==> config.mk <==
export PLATFORM = sky130hd
export DESIGN_NAME = mem_access_stage
export DESIGN_NICKNAME = d
export VERILOG_FILES = /design/src/rtl/mem_access_stage.sv
export SDC_FILE = /design/constraint.sdc
export NUM_CORES = 1
export LEC_CHECK = 0
export BUFFER_PORTS_ARGS = -buffer_cell sky130_fd_sc_hd__buf_4
export CAP_MARGIN = 0
export CORE_MARGIN = 3
export CORE_UTILIZATION = 42
export CTS_CLUSTER_DIAMETER = 150
export CTS_CLUSTER_SIZE = 20
export DETAILED_ROUTE_END_ITERATION = 7
export PLACE_DENSITY = 0.67
export SKIP_LAST_GASP = 1
export SLEW_MARGIN = 40
export SYNTH_ARGS = -nofsm -noshare
export SYNTH_HDL_FRONTEND = slang
export SYNTH_SLANG_ARGS = --single-unit
==> constraint.sdc <==
create_clock -name clk -period 2.76 [get_ports clk]
set_clock_uncertainty 0.2 [all_clocks]
set_input_delay 0.414 -clock clk [delete_from_list [all_inputs] [get_ports clk]]
set_output_delay 0.414 -clock clk [all_outputs]
set_load 0.02 [all_outputs]
==> src/rtl/mem_access_stage.sv <==
// rtl/mem_access_stage.sv - M stage: EX/M register, ready/valid data-memory port, sub-word load formatting
//
// Ports:
//   clk, reset            rising-edge clock, asynchronous active-low reset
//   stall_M, flush_M      hazard-unit hold / bubble-insert for the EX/M register
//   buffIn_M              EX/M bundle {regWrite, memToReg, memWrite, memRead, memSize[1:0],
//                         memUnsigned, aluOut, writeData, writeReg[4:0], instr}
//   dmem_*                data-memory request side (req/we/addr/be/wdata, ready)
//                         and response side (rvalid/rdata)
//   busy_M                access still outstanding; stalls the upstream stages
//   misalign_M            current memory instruction is misaligned (access suppressed)
//   regWrite_M, writeReg_M, aluOut_M   forwarding taps
//   buffOut_M             {regWrite, memToReg, readData, aluOut, writeReg[4:0], instr} to write-back
module mem_access_stage #(
    parameter int width = 32
) (
    input  logic                 clk,
    input  logic                 reset,
    input  logic                 stall_M,
    input  logic                 flush_M,
    input  logic [3*width+11:0]  buffIn_M,
    output logic                 dmem_req,
    output logic                 dmem_we,
    output logic [width-1:0]     dmem_addr,
    output logic [3:0]           dmem_be,
    output logic [width-1:0]     dmem_wdata,
    input  logic                 dmem_ready,
    input  logic                 dmem_rvalid,
    input  logic [width-1:0]     dmem_rdata,
    output logic                 busy_M,
    output logic                 misalign_M,
    output logic                 regWrite_M,
    output logic [4:0]           writeReg_M,
    output logic [width-1:0]     aluOut_M,
    output logic [3*width+6:0]   buffOut_M
);

    typedef enum logic [1:0] {IDLE, WAIT_ACC, WAIT_RD, DONE} state_t;

    state_t                state_q;
    state_t                state_d;
    logic [3*width+11:0]   ex_q;
    logic [width-1:0]      rdata_q;

    logic                  reg_write;
    logic                  mem_to_reg;
    logic                  mem_write;
    logic                  mem_read;
    logic [1:0]            mem_size;
    logic                  mem_unsigned;
    logic [width-1:0]      alu_out;
    logic [width-1:0]      write_data;
    logic [4:0]            write_reg;
    logic [width-1:0]      instr;

    logic                  access;
    logic                  done;
    logic                  load_done;
    logic [3:0]            be_raw;
    logic [width-1:0]      wdata_raw;
    logic [width-1:0]      load_src;
    logic [7:0]            lane_b;
    logic [15:0]           lane_h;
    logic [width-1:0]      load_fmt;
    logic [width-1:0]      read_data;

    // EX/M register field decode
    assign reg_write    = ex_q[3*width+11];
    assign mem_to_reg   = ex_q[3*width+10];
    assign mem_write    = ex_q[3*width+9];
    assign mem_read     = ex_q[3*width+8];
    assign mem_size     = ex_q[3*width+7 -: 2];
    assign mem_unsigned = ex_q[3*width+5];
    assign alu_out      = ex_q[3*width+4 -: width];
    assign write_data   = ex_q[2*width+4 -: width];
    assign write_reg    = ex_q[width+4 -: 5];
    assign instr        = ex_q[width-1:0];

    // memSize 1x is a word; half needs bit 0 clear, word needs both low bits clear
    always_comb begin
        misalign_M = 1'b0;
        if (mem_read | mem_write) begin
            if (mem_size[1])
                misalign_M = (alu_out[1:0] != 2'b00);
            else if (mem_size[0])
                misalign_M = alu_out[0];
        end
    end

    assign access = (mem_read | mem_write) & ~misalign_M;

    // EX/M register: flush beats hold, and hold covers our own outstanding access
    always_ff @(posedge clk or negedge reset) begin
        if (!reset)
            ex_q <= '0;
        else if (flush_M)
            ex_q <= '0;
        else if (!(stall_M | busy_M))
            ex_q <= buffIn_M;
    end

    // FSM state register
    always_ff @(posedge clk or negedge reset) begin
        if (!reset)
            state_q <= IDLE;
        else
            state_q <= state_d;
    end

    // FSM next state; a completed access parks in DONE while the stage is held
    always_comb begin
        state_d = state_q;
        case (state_q)
            IDLE, WAIT_ACC: begin
                if (!access)
                    state_d = IDLE;
                else if (!dmem_ready)
                    state_d = WAIT_ACC;
                else if (done)
                    state_d = stall_M ? DONE : IDLE;
                else
                    state_d = WAIT_RD;
            end
            WAIT_RD: begin
                if (dmem_rvalid)
                    state_d = stall_M ? DONE : IDLE;
            end
            DONE: begin
                if (!stall_M)
                    state_d = IDLE;
            end
            default: state_d = IDLE;
        endcase
    end

    // FSM outputs; the request is only driven before acceptance, so a held
    // instruction never issues a second one
    always_comb begin
        dmem_req = 1'b0;
        done     = 1'b0;
        case (state_q)
            IDLE, WAIT_ACC: begin
                dmem_req = access;
                done     = dmem_ready & (mem_write | dmem_rvalid);
            end
            WAIT_RD: done = dmem_rvalid;
            DONE:    done = 1'b1;
            default: ;
        endcase
        busy_M = access & ~done;
    end

    // Keep the returned word so a stalled instruction still presents it
    assign load_done = access & ~mem_write & done & (state_q != DONE);

    always_ff @(posedge clk or negedge reset) begin
        if (!reset)
            rdata_q <= '0;
        else if (load_done)
            rdata_q <= dmem_rdata;
    end

    // Store lane enables and lane-replicated write data
    always_comb begin
        case (mem_size)
            2'b00: begin
                be_raw    = 4'b0001 << alu_out[1:0];
                wdata_raw = {4{write_data[7:0]}};
            end
            2'b01: begin
                be_raw    = alu_out[1] ? 4'b1100 : 4'b0011;
                wdata_raw = {2{write_data[15:0]}};
            end
            default: begin
                be_raw    = 4'b1111;
                wdata_raw = write_data;
            end
        endcase
    end

    assign dmem_we    = access & mem_write;
    assign dmem_addr  = {alu_out[width-1:2], 2'b00};
    assign dmem_be    = access ? be_raw : 4'b0000;
    assign dmem_wdata = access ? wdata_raw : '0;

    // Load lane select and sign/zero extension
    always_comb begin
        load_src = (state_q == DONE) ? rdata_q : dmem_rdata;
        case (alu_out[1:0])
            2'b00:   lane_b = load_src[7:0];
            2'b01:   lane_b = load_src[15:8];
            2'b10:   lane_b = load_src[23:16];
            default: lane_b = load_src[31:24];
        endcase
        lane_h = alu_out[1] ? load_src[31:16] : load_src[15:0];
        case (mem_size)
            2'b00:   load_fmt = {{(width-8){~mem_unsigned & lane_b[7]}}, lane_b};
            2'b01:   load_fmt = {{(width-16){~mem_unsigned & lane_h[15]}}, lane_h};
            default: load_fmt = load_src;
        endcase
        read_data = (access & mem_read) ? load_fmt : '0;
    end

    assign regWrite_M = reg_write & ~misalign_M;
    assign writeReg_M = write_reg;
    assign aluOut_M   = alu_out;

    // regWrite is dropped while busy so write-back sees a bubble until completion
    assign buffOut_M = {regWrite_M & ~busy_M, mem_to_reg, read_data, alu_out, write_reg, instr};

endmodule
==> reports/metrics.yaml, run 1 <==
fillers: 1676
synthDistinctLibCells: 49
synth_top_area_cell: "dfrtp_1"
grt_max_degree: 109
synthCells: 850
rsz0062_at_grt: "yes"
slew_headroom: 0.546
yosysSeqAreaShare: 0.405
period_needed_ps: 2860
drive_gt1_frac: 0.417
clock_latency_ps: 420
critPathCapture: "buffOut_M[87]"
synth_top_area_share: 0.405
cp.arrival_ps: 2250
synth_fa_ha_area_frac: 0
finalWorstSetupSlack_ps: -102
synth_top_family_by_area: "compound AO/OA/AOI/OAI gates"
cts_root_buf: "clkbuf_16"
place.gp.congestion: 0.828
critPathCaptureType: "output pin"
rr_startpoint: "ex_q[105]$_DFFE_PN0P_"
cap_viol_max_count: 0
critical_path_class: "reg -> out"
grt_pass1_wl_um: 41500
setup_violations: 25
cts_max_path_buffers: 2
synth-seq-cells: 142
crit_path_cell_trace: "nand2_4 -> buf_12 -> or3_4 -> a41oi_4 -> buf_6 -> a21oi_1 -> buf_4"
start_util: 0.431
gr-total-overflow: 0
finalPower_uw: 7330
cts_made_buffers: 17
synth_compound_area_frac: 0.198
drv_slew: 0
syn_avg_cell_area_sq_um: 10.3
port_buffers: 356
htreeDepth: 4
synthArstFlopShare: 1.00
synth_xor_area_frac: 0
routed-via-count: 7488
yosysWarnings: 0
critPathMaxStageDelay_ps: 440
reg2reg_slack_ps: 370
syn2layout_area_growth_pct: 45.0
hold_class: "in -> reg"
vias_per_cell: 5.13
clock_sinks: 142
drtIter0Drc: 485
finalHoldViolCount: 0
die_h_um: 151
r2r_cells: 6
antenna_found_initial: 3
drt-total-wl_um: 27500
cp-startpoint: "state_q[1]$_DFFE_PN0P_"
clkTransAtPathRegs_ps: 60
ant_nets: 0
grt_pass1_vias: 7604
synth_flop_cell: "dfrtp_1"
synth-edff-count: 0
synth-simple-area-share: 0.125
vdd_ir_drop_max_uv: 476
clock.fmax_mhz: 349
reg2reg_to: "ex_q[85]$_DFFE_PN0P_"
p_leak_uw: 0.00592
outcome: "complete, but fails checks"
startpoint_type: "register"
synthTopCellsByArea: "dfrtp_1, buf_4, o2bb2ai_1"
die_w_um: 151
critPathRequiredTime_ps: 2150
first_pass_iters: 5
pin_count: 359
cts_tree: "built"
place_hpwl_um: 18700
synth_common_cells: "buf_4, dfrtp_1, nand2b_1, o2bb2ai_1, a21oi_1"
syn-cell-area_sq_um: 8770
worst_pin_slew_ps: 682
violations: "negative setup slack"
final_core_utilization: 0.625
nets: 1321
fin_crit_sh: 1.04
synth_mux_area_frac: 0.109
drt_drc_violations_left: 0
rows: 52
slowest_stage: "dfrtp_2"
cp_max_fo: 8
wl_per_cell_um: 18.8
coreArea_sq_um: 20400
grt_use_total: 0.233
die_area_sq_um: 22700
power-per-cell-area_nw_per_um2: 577
==> worst min path at each step <==
| stage | startpoint | endpoint | cells after the start |
|---|---|---|---|
| floorplan | reset | ex_q[0]$_DFFE_PN0P_ | 0 |
| global placement | reset | rdata_q[26]$_DFFE_PN0P_ | 1 |
| detailed placement | reset | rdata_q[26]$_DFFE_PN0P_ | 1 |
| CTS | buffIn_M[66] | ex_q[66]$_DFFE_PN0P_ | 2 |
| global route | dmem_rdata[23] | rdata_q[23]$_DFFE_PN0P_ | 2 |
| finish | buffIn_M[100] | ex_q[100]$_DFFE_PN0P_ | 2 |
==> layout make-up <==
type                       instances  area (sq um)  share of cell area
antenna                            3          7.51            0.000590
clock buffer                      18           439              0.0345
clock inverter                    14           121             0.00954
inverter                           3          11.3            0.000885
multi-input combinational        504          4010               0.316
sequential                       142          3560               0.280
tap                              270           338              0.0266
timing repair buffer             507          4230               0.332
==> report_power, final <==
| part | leakage [uW] | switching [uW] | internal [uW] | total, uW |
|---|---|---|---|---|
| combinational | 0.00380 | 1220 | 1150 | 2370 |
| sequential | 0.00185 | 288 | 2460 | 2750 |
| clock | 0.000273 | 1010 | 1210 | 2210 |
| total | 0.00592 | 2520 | 4820 | 7330 |
==> routing by layer <==
layer / share of wire / routed length (um) / vias to the layer above / track usage
met4: 0.020 / 540 / 0 / 0.0686
met3: 0.074 / 2020 / 38 / 0.0584
met1: 0.42 / 11600 / 3620 / 0.300
li1: - / - / 3541 / -
met5: 0 / 0 / - / 0
met2: 0.49 / 13400 / 289 / 0.387
==> logic make-up after synthesis <==
family,Yosys count
flops,142
buf+inv,205
compound gates,220
other cells,1
simple gates,199
mux,83
==> per-stage QoR <==
| step | hold slack (ps) | TNS (ps) | worst slack (ps) | instances | area [sq um] |
|---|---|---|---|---|---|
| CTS | 0.160 | -306 | -44.6 | 1454 | 12500 |
| finish | 13.0 | -1730 | -102 | 1461 | 12700 |
| global route | 7.29 | -3100 | -166 | 1461 | 12700 |
| global placement | 177 | 0 | 142 | 1311 | 10800 |
| floorplan | -81.6 | 0 | 202 | 851 | 8780 |
| detailed placement | 177 | 0 | 109 | 1312 | 10800 |
==> flip-flops by register name, indices dropped and copies added, names as in the netlist <==
signal / cells
rdata_q: 32
ex_q: 108
state_q: 2
==> critical path, delay by kind of cell (launching register included) <==
family	cells	cell delay, ps
buffers and inverters	3	520
AOI/OAI and AO/OA	2	380
and+or+nand+nor	2	480
DFF	1	440
==> cell usage in the layout, fill, tap and decap left out, drive strengths merged, types with 15 or more instances in the layout <==
master and count:
nor2 41, dfrtp 142, a21oi 50, clkbuf 19, mux2 32, dlygate4sd3 99
nand2b 106, mux2i 44, buf 407, nand2 22, a21o 15, o2bb2ai 105
==> timing repair <==
item,in CTS,in global routing
pin swaps,4,11
hold buffers,99,0
setup endpoints to repair,33,64
gates resized for setup,18,34
hold endpoints to repair,142,0
gates cloned,1,1
buffers inserted,10,5
Power figures use the tool's default switching activity.
==> inputs of run 2 (changes only) <==
--- a/config.mk
+++ b/config.mk
@@ -8,11 +8,11 @@
 export BUFFER_PORTS_ARGS = -buffer_cell sky130_fd_sc_hd__buf_4
 export CAP_MARGIN = 0
 export CORE_MARGIN = 3
-export CORE_UTILIZATION = 42
+export CORE_UTILIZATION = 35
 export CTS_CLUSTER_DIAMETER = 150
 export CTS_CLUSTER_SIZE = 20
 export DETAILED_ROUTE_END_ITERATION = 7
-export PLACE_DENSITY = 0.67
+export PLACE_DENSITY = 0.57
 export SKIP_LAST_GASP = 1
 export SLEW_MARGIN = 40
 export SYNTH_ARGS = -nofsm -noshare
==> run 2 against run 1 <==
- the flow still finishes with violations (negative setup slack)
- critical path depth up 1
- design area is 1.4% higher
- largest power group unchanged
- non-clock buffer count fell by 3
- first-iteration DRC count down 0.82%
==> reports/metrics.yaml, run 2 (synthesis results as in run 1) <==
outcome: "complete, but fails checks"
violations: "negative setup slack"
antenna_cells: 0  # -3
drv_slew: 0  # unchanged
largest_reg_flops: 108  # unchanged
finalHoldViolCount: 0  # unchanged
slew_headroom: 0.534  # -0.0115
drt_drc_violations_left: 0  # unchanged
grt_pass1_vias: 7570  # -0.45%
clock.fmax_mhz: 352  # +0.74%
place_hpwl_um: 19600  # +4.8%
final_common_cell: "buf_4"
cts_root_buf: "clkbuf_16"
drt-total-wl_um: 28700  # +4.3%
syn2layout_area_growth_pct: 46.9
cp_max_fo: 5  # -3
cp.arrival_ps: 2230  # -20 ps
top_regs: "ex_q: 108 flops, rdata_q: 32 flops, state_q: 2 flops"
p_sw_uw: 2510  # -0.50%
clock_sinks: 142  # unchanged
place.gp.congestion: 0.775  # -6.4%
wl_per_cell_um: 19.0  # +1.1%
grt_use_total: 0.206  # -0.0268
vdd_ir_drop_max_uv: 351  # -26%
start_util: 0.359  # -0.0722
critical_path_class: "reg -> out"
netSwitchingFraction: 0.325  # -0.0179
setup_violations: 27  # +8.0%
antenna_found_initial: 0  # -3
coreArea_sq_um: 24500  # +20%
rows: 57  # +9.6%
ant_nets: 0  # unchanged
vias_per_cell: 4.91  # -4.2%
p_clk_frac: 0.325  # +0.023
regMostFlops: "ex_q"
fin_crit_sh: 1.03  # -0.00764
finalWorstSetupSlack_ps: -81.2  # +21.1 ps
period_needed_ps: 2840  # -21.1 ps
final_core_utilization: 0.527  # -0.0975
cts_max_path_buffers: 2  # unchanged
grt_pass1_wl_um: 43500  # +4.8%
p_int_uw: 5190  # +7.8%
port_buffers: 356  # unchanged
die_h_um: 164  # +9.2%
drtIter0Drc: 481  # -0.82%
p_seq_frac: 0.357  # -0.017
hold_class: "in -> reg"
cap_viol_max_count: 0  # unchanged
clock_latency_ps: 420  # about the same
gr-total-overflow: 0  # unchanged
power-per-cell-area_nw_per_um2: 597  # +3.6%
pin_count: 359  # unchanged
die_w_um: 164  # +9.2%
worst_pin_slew_ps: 699  # +17.3 ps
fillers: 2212  # +32%
nets: 1318  # -0.23%
clkTransAtPathRegs_ps: 70  # about the same
drive_gt1_frac: 0.418  # +0.00176
die_area_sq_um: 27000  # +19%
p_leak_uw: 0.00596  # +0.76%
htreeDepth: 4  # unchanged
cts_tree: "built"
startpoint_type: "register"
finalPower_uw: 7700  # +5.0%
critPathCaptureType: "output pin"
grt_max_degree: 109  # unchanged
rsz0062_at_grt: "yes"
first_pass_iters: 4  # -1
final_cell_mix: "buf_4, dfrtp_1, nand2b_1"
routed-via-count: 7403  # -1.1%
pwr-share-comb: 0.318  # -0.006
critPathRequiredTime_ps: 2150  # about the same
cts_made_buffers: 17  # unchanged
## run 2: changes by cell type in the layout (fill, tap and decap cells not counted), moves of 3 or more
cell	change
dlygate4sd3_1	-3
bufinv_16	+4
buf_12	+4
buf_8	+3
diode_2	-3
buf_4	-9
inv_6	-3
## run 2: cell type report
type | instances | area (sq um) | share of cell area
repair buffers | 504 | 4260 | 0.330
multi-input cells | 504 | 4030 | 0.313
flip-flops and latches | 142 | 3560 | 0.276
clock buffers | 18 | 439 | 0.0341
well taps | 324 | 405 | 0.0314
clock inverters | 12 | 185 | 0.0144
inverters | 3 | 11.3 | 0.000873
## run 2: power by group through the flow
stage | registers (uW) | clock network [uW] | logic, uW
after floorplan | 2670 | 0 | 1510
after global placement | 2760 | 0 | 2110
after detailed placement | 2770 | 0 | 2130
after CTS | 2740 | 2560 | 2330
after global routing | 2790 | 2660 | 2620
final | 2750 | 2500 | 2450
## run 2: final timing paths
path	slack [ps]	to	cells past startpoint	startpoint
max in group asynchronous	1320	ex_q[103]$_DFFE_PN0P_	3	reset
max reg2reg	530	ex_q[54]$_DFFE_PN0P_	7	ex_q[70]$_DFFE_PN0P_
min	10	ex_q[17]$_DFFE_PN0P_	2	buffIn_M[17]
min in group asynchronous	320	ex_q[85]$_DFFE_PN0P_	2	reset
max	-80	buffOut_M[76]	8	state_q[1]$_DFFE_PN0P_
min reg2reg	290	rdata_q[5]$_DFFE_PN0P_	1	rdata_q[5]$_DFFE_PN0P_
## run 2: through the flow
| stage | hold WS (ps) | setup slack, ps | instances | area [sq um] | setup TNS, ps |
|---|---|---|---|---|---|
| detailed placement | 227 | 228 | 1363 | 10900 | 0 |
| global placement | 230 | 251 | 1363 | 10800 | 0 |
| global route | -0.254 | -152 | 1507 | 12900 | -3660 |
| finish | 13.0 | -81.2 | 1507 | 12900 | -1280 |
| CTS | 0.0485 | -52.6 | 1498 | 12600 | -409 |
| floorplan | -81.6 | 202 | 851 | 8780 | 0 |
## run 2: metal layers
| metal | part of all wire | vias to the layer above | track usage |
|---|---|---|---|
| li1 | - | 3527 | - |
| met1 | 0.42 | 3597 | 0.262 |
| met2 | 0.49 | 257 | 0.343 |
| met3 | 0.079 | 22 | 0.0636 |
| met4 | 0.012 | 0 | 0.0484 |
| met5 | 0 | - | 0 |
## run 2: worst max-delay path, stage by stage (launching register included)
cell	delay, ps
dfrtp_2	430
buf_6	140
a211o_1	310
o311a_4	150
o31ai_4	250
buf_4	170
buf_12	140
a21oi_4	60
buf_6	160
## run 2: what timing repair did
item | in CTS | in global routing
setup buffers | 9 | 5
endpoints found under the hold margin | 145 | 1
cloned | 1 | 3
hold buffers | 95 | 1
resized for setup | 20 | 50
pin swaps | 5 | 11
setup endpoints to repair | 31 | 63
==> inputs of run 3 (changes only) <==
--- a/config.mk
+++ b/config.mk
@@ -12,6 +12,7 @@
 export CTS_CLUSTER_DIAMETER = 150
 export CTS_CLUSTER_SIZE = 20
 export DETAILED_ROUTE_END_ITERATION = 7
+export MAX_ROUTING_LAYER = met4
 export PLACE_DENSITY = 0.57
 export SKIP_LAST_GASP = 1
 export SLEW_MARGIN = 40
==> constraint.sdc (replaced) <==
create_clock -name clk -period 2.9 [get_ports clk]
set_clock_uncertainty 0.2 [all_clocks]
set_input_delay 0.435 -clock clk [delete_from_list [all_inputs] [get_ports clk]]
set_output_delay 0.435 -clock clk [all_outputs]
set_load 0.02 [all_outputs]
==> run 3 against run 2 <==
- the run now ends clean
- worst setup slack gained 110 ps
- sequential cell count is the same
- sequential share of layout area grew 1.8 points
- register-to-register slack lost 110 ps
- cell count shrank 4.2%
- combinational power shrank 9.0%
- critical path depth is the same
- first-iteration DRC count shrank 37%
- via count shrank 2.7%
- utilization shrank 3.3 points
==> reports/metrics.yaml, run 3 (synthesis results as in run 1) <==
outcome: "complete, no violations"
clock_sinks: 142  # unchanged
htreeDepth: 4  # unchanged
final_common_cell: "buf_4"
startpoint_type: "register"
wl_per_cell_um: 19.7  # +3.5%
holdPathEnd: "ex_q[10]$_DFFE_PN0P_"
rr_startpoint: "ex_q[70]$_DFFE_PN0P_"
clock.fmax_mhz: 349
coreArea_sq_um: 24500  # unchanged
die_w_um: 164  # unchanged
drtIter0Drc: 304  # -37%
grt_pass1_vias: 7493  # -1.0%
rows: 57  # unchanged
finalPower_uw: 6990  # -9.2%
regArea_sq_um: 3560  # about the same
cp.arrival_ps: 2230  # about the same
vdd_ir_drop_max_uv: 338  # -3.7%
hold_class: "in -> reg"
pwr-share-comb: 0.318  # about the same
regMostFlops: "ex_q"
power-per-cell-area_nw_per_um2: 579  # -3.1%
fillers: 2320  # +4.9%
final.setup.tns_ps: 0  # +1280 ps
pin_count: 359  # unchanged
drt-total-wl_um: 28400  # -0.87%
fin_hold_ws_ps: 16.8  # +3.85 ps
ant_nets: 0  # unchanged
drt_drc_violations_left: 0  # unchanged
top_regs: "ex_q: 108 flops, rdata_q: 32 flops, state_q: 2 flops"
vias_per_cell: 4.99  # +1.5%
finalWorstSetupSlack_ps: 31.4  # +113 ps
cts_made_buffers: 17  # unchanged
antenna_found_initial: 2  # +2
start_util: 0.359  # unchanged
cts_tree: "built"
clock_latency_ps: 420  # about the same
syn2layout_area_growth_pct: 37.8
whs_path_depth: 2  # unchanged
die_h_um: 164  # unchanged
p_sw_uw: 2350  # -6.1%
critical_path_class: "reg -> out"
post-place-ws_ps: 244  # +15.5 ps
r2r_cells: 9  # +2
cap_viol_max_count: 0  # unchanged
gr-total-overflow: 0  # unchanged
drive_gt1_frac: 0.445  # +0.0270
critPathCaptureType: "output pin"
reg2reg_slack_ps: 420  # -110 ps
grt_use_total: 0.210  # +0.00396
netSwitchingFraction: 0.336  # +0.0109
drv_slew: 0  # unchanged
critPathRequiredTime_ps: 2270  # +120 ps
cp_max_fo: 11  # +6
p_int_uw: 4640  # -11%
worst_pin_slew_ps: 578  # -121 ps
port_buffers: 356  # unchanged
place.gp.congestion: 0.804  # +3.8%
nets: 1251  # -5.1%
routed-via-count: 7203  # -2.7%
final_cell_mix: "buf_4, dfrtp_1, nand2b_1"
p_leak_uw: 0.00568  # -4.8%
rsz0062_at_grt: "yes"
grt_pass1_wl_um: 42600  # -2.0%
p_seq_frac: 0.371  # +0.014
finalHoldViolCount: 0  # unchanged
period_needed_ps: 2870
reg2reg_to: "rdata_q[17]$_DFFE_PN0P_"
multi_input_comb_area_sq_um: 3990  # -1.2%
place_hpwl_um: 19900  # +1.1%
cts_root_buf: "clkbuf_16"
p_clk_frac: 0.311  # -0.014
clkTransAtPathRegs_ps: 70  # about the same
fin_crit_sh: 0.989
first_pass_iters: 4  # unchanged
grt_max_degree: 72  # -34%
worstHoldStart: "buffIn_M[10]"
setup_violations: 0  # -100%
largest_reg_flops: 108  # unchanged
die_area_sq_um: 27000  # unchanged
cts_max_path_buffers: 2  # unchanged
slew_headroom: 0.615  # +0.0805
run 3: final cells by class:
cell class                      instances  area share
Antenna cell                            2    0.000414
Clock buffer                           19      0.0375
Clock inverter                         13      0.0106
Inverter                                3     0.00124
Multi-Input combinational cell        504       0.330
Sequential cell                       142       0.294
Tap cell                              324      0.0335
Timing Repair Buffer                  437       0.293
run 3: per-stage QoR:
step | utilization | cells | cell area [sq um]
4_1_cts | 0.485 | 1431 | 11900
2_1_floorplan | - | 851 | 8780
3_5_place_dp | 0.443 | 1365 | 10800
5_1_grt | 0.494 | 1444 | 12100
3_3_place_gp | 0.441 | 1362 | 10800
6_report | 0.494 | 1444 | 12100
run 3: how the worst max path moves through the flow:
stage                      startpoint              endpoint  slack [ps]  depth (start not counted)
4_1_cts        state_q[1]$_DFFE_PN0P_         buffOut_M[76]           3                          7
3_3_place_gp               dmem_ready  ex_q[34]$_DFFE_PN0P_         170                          6
2_1_floorplan  state_q[1]$_DFFE_PN0P_         buffOut_M[84]         320                          6
5_1_grt        state_q[0]$_DFFE_PN0P_         buffOut_M[86]         -30                          8
3_5_place_dp   state_q[1]$_DFFE_PN0P_        buffOut_M[100]         240                          7
6_report       state_q[0]$_DFFE_PN0P_         buffOut_M[92]          30                          8
run 3: timing repair:
item	CTS	global route
pin swaps	4	4
hold buffers	22	0
setup buffers	8	11
gates resized for setup	27	24
gates cloned	4	0
setup endpoints to repair	32	37
hold endpoints to repair	60	0
run 3: power groups by stage:
stage	sequential, uW	combinational, uW	clock, uW
final	2590	2230	2180
after global routing	2640	2380	2320
after CTS	2590	2180	2240
after detailed placement	2630	2030	0
after global placement	2610	2010	0
after floorplan	2540	1440	0
run 3: per-layer routing:
layer | wire, um | vias up | part of all wire | global-route usage
li1 | - | 3388 | - | -
met1 | 11900 | 3539 | 0.42 | 0.259
met2 | 14000 | 245 | 0.49 | 0.342
met3 | 2070 | 31 | 0.073 | 0.0504
met4 | 486 | 0 | 0.017 | 0.0631
met5 | 0 | - | 0 | -
run 3: worst max-delay path: stages (launching register included):
cell and delay [ps]:
dfrtp_1 360, buf_6 140, nand2_4 80, buf_12 160, or3_4 340, a41oi_4 270
buf_6 200, a21oi_1 100, buf_4 170
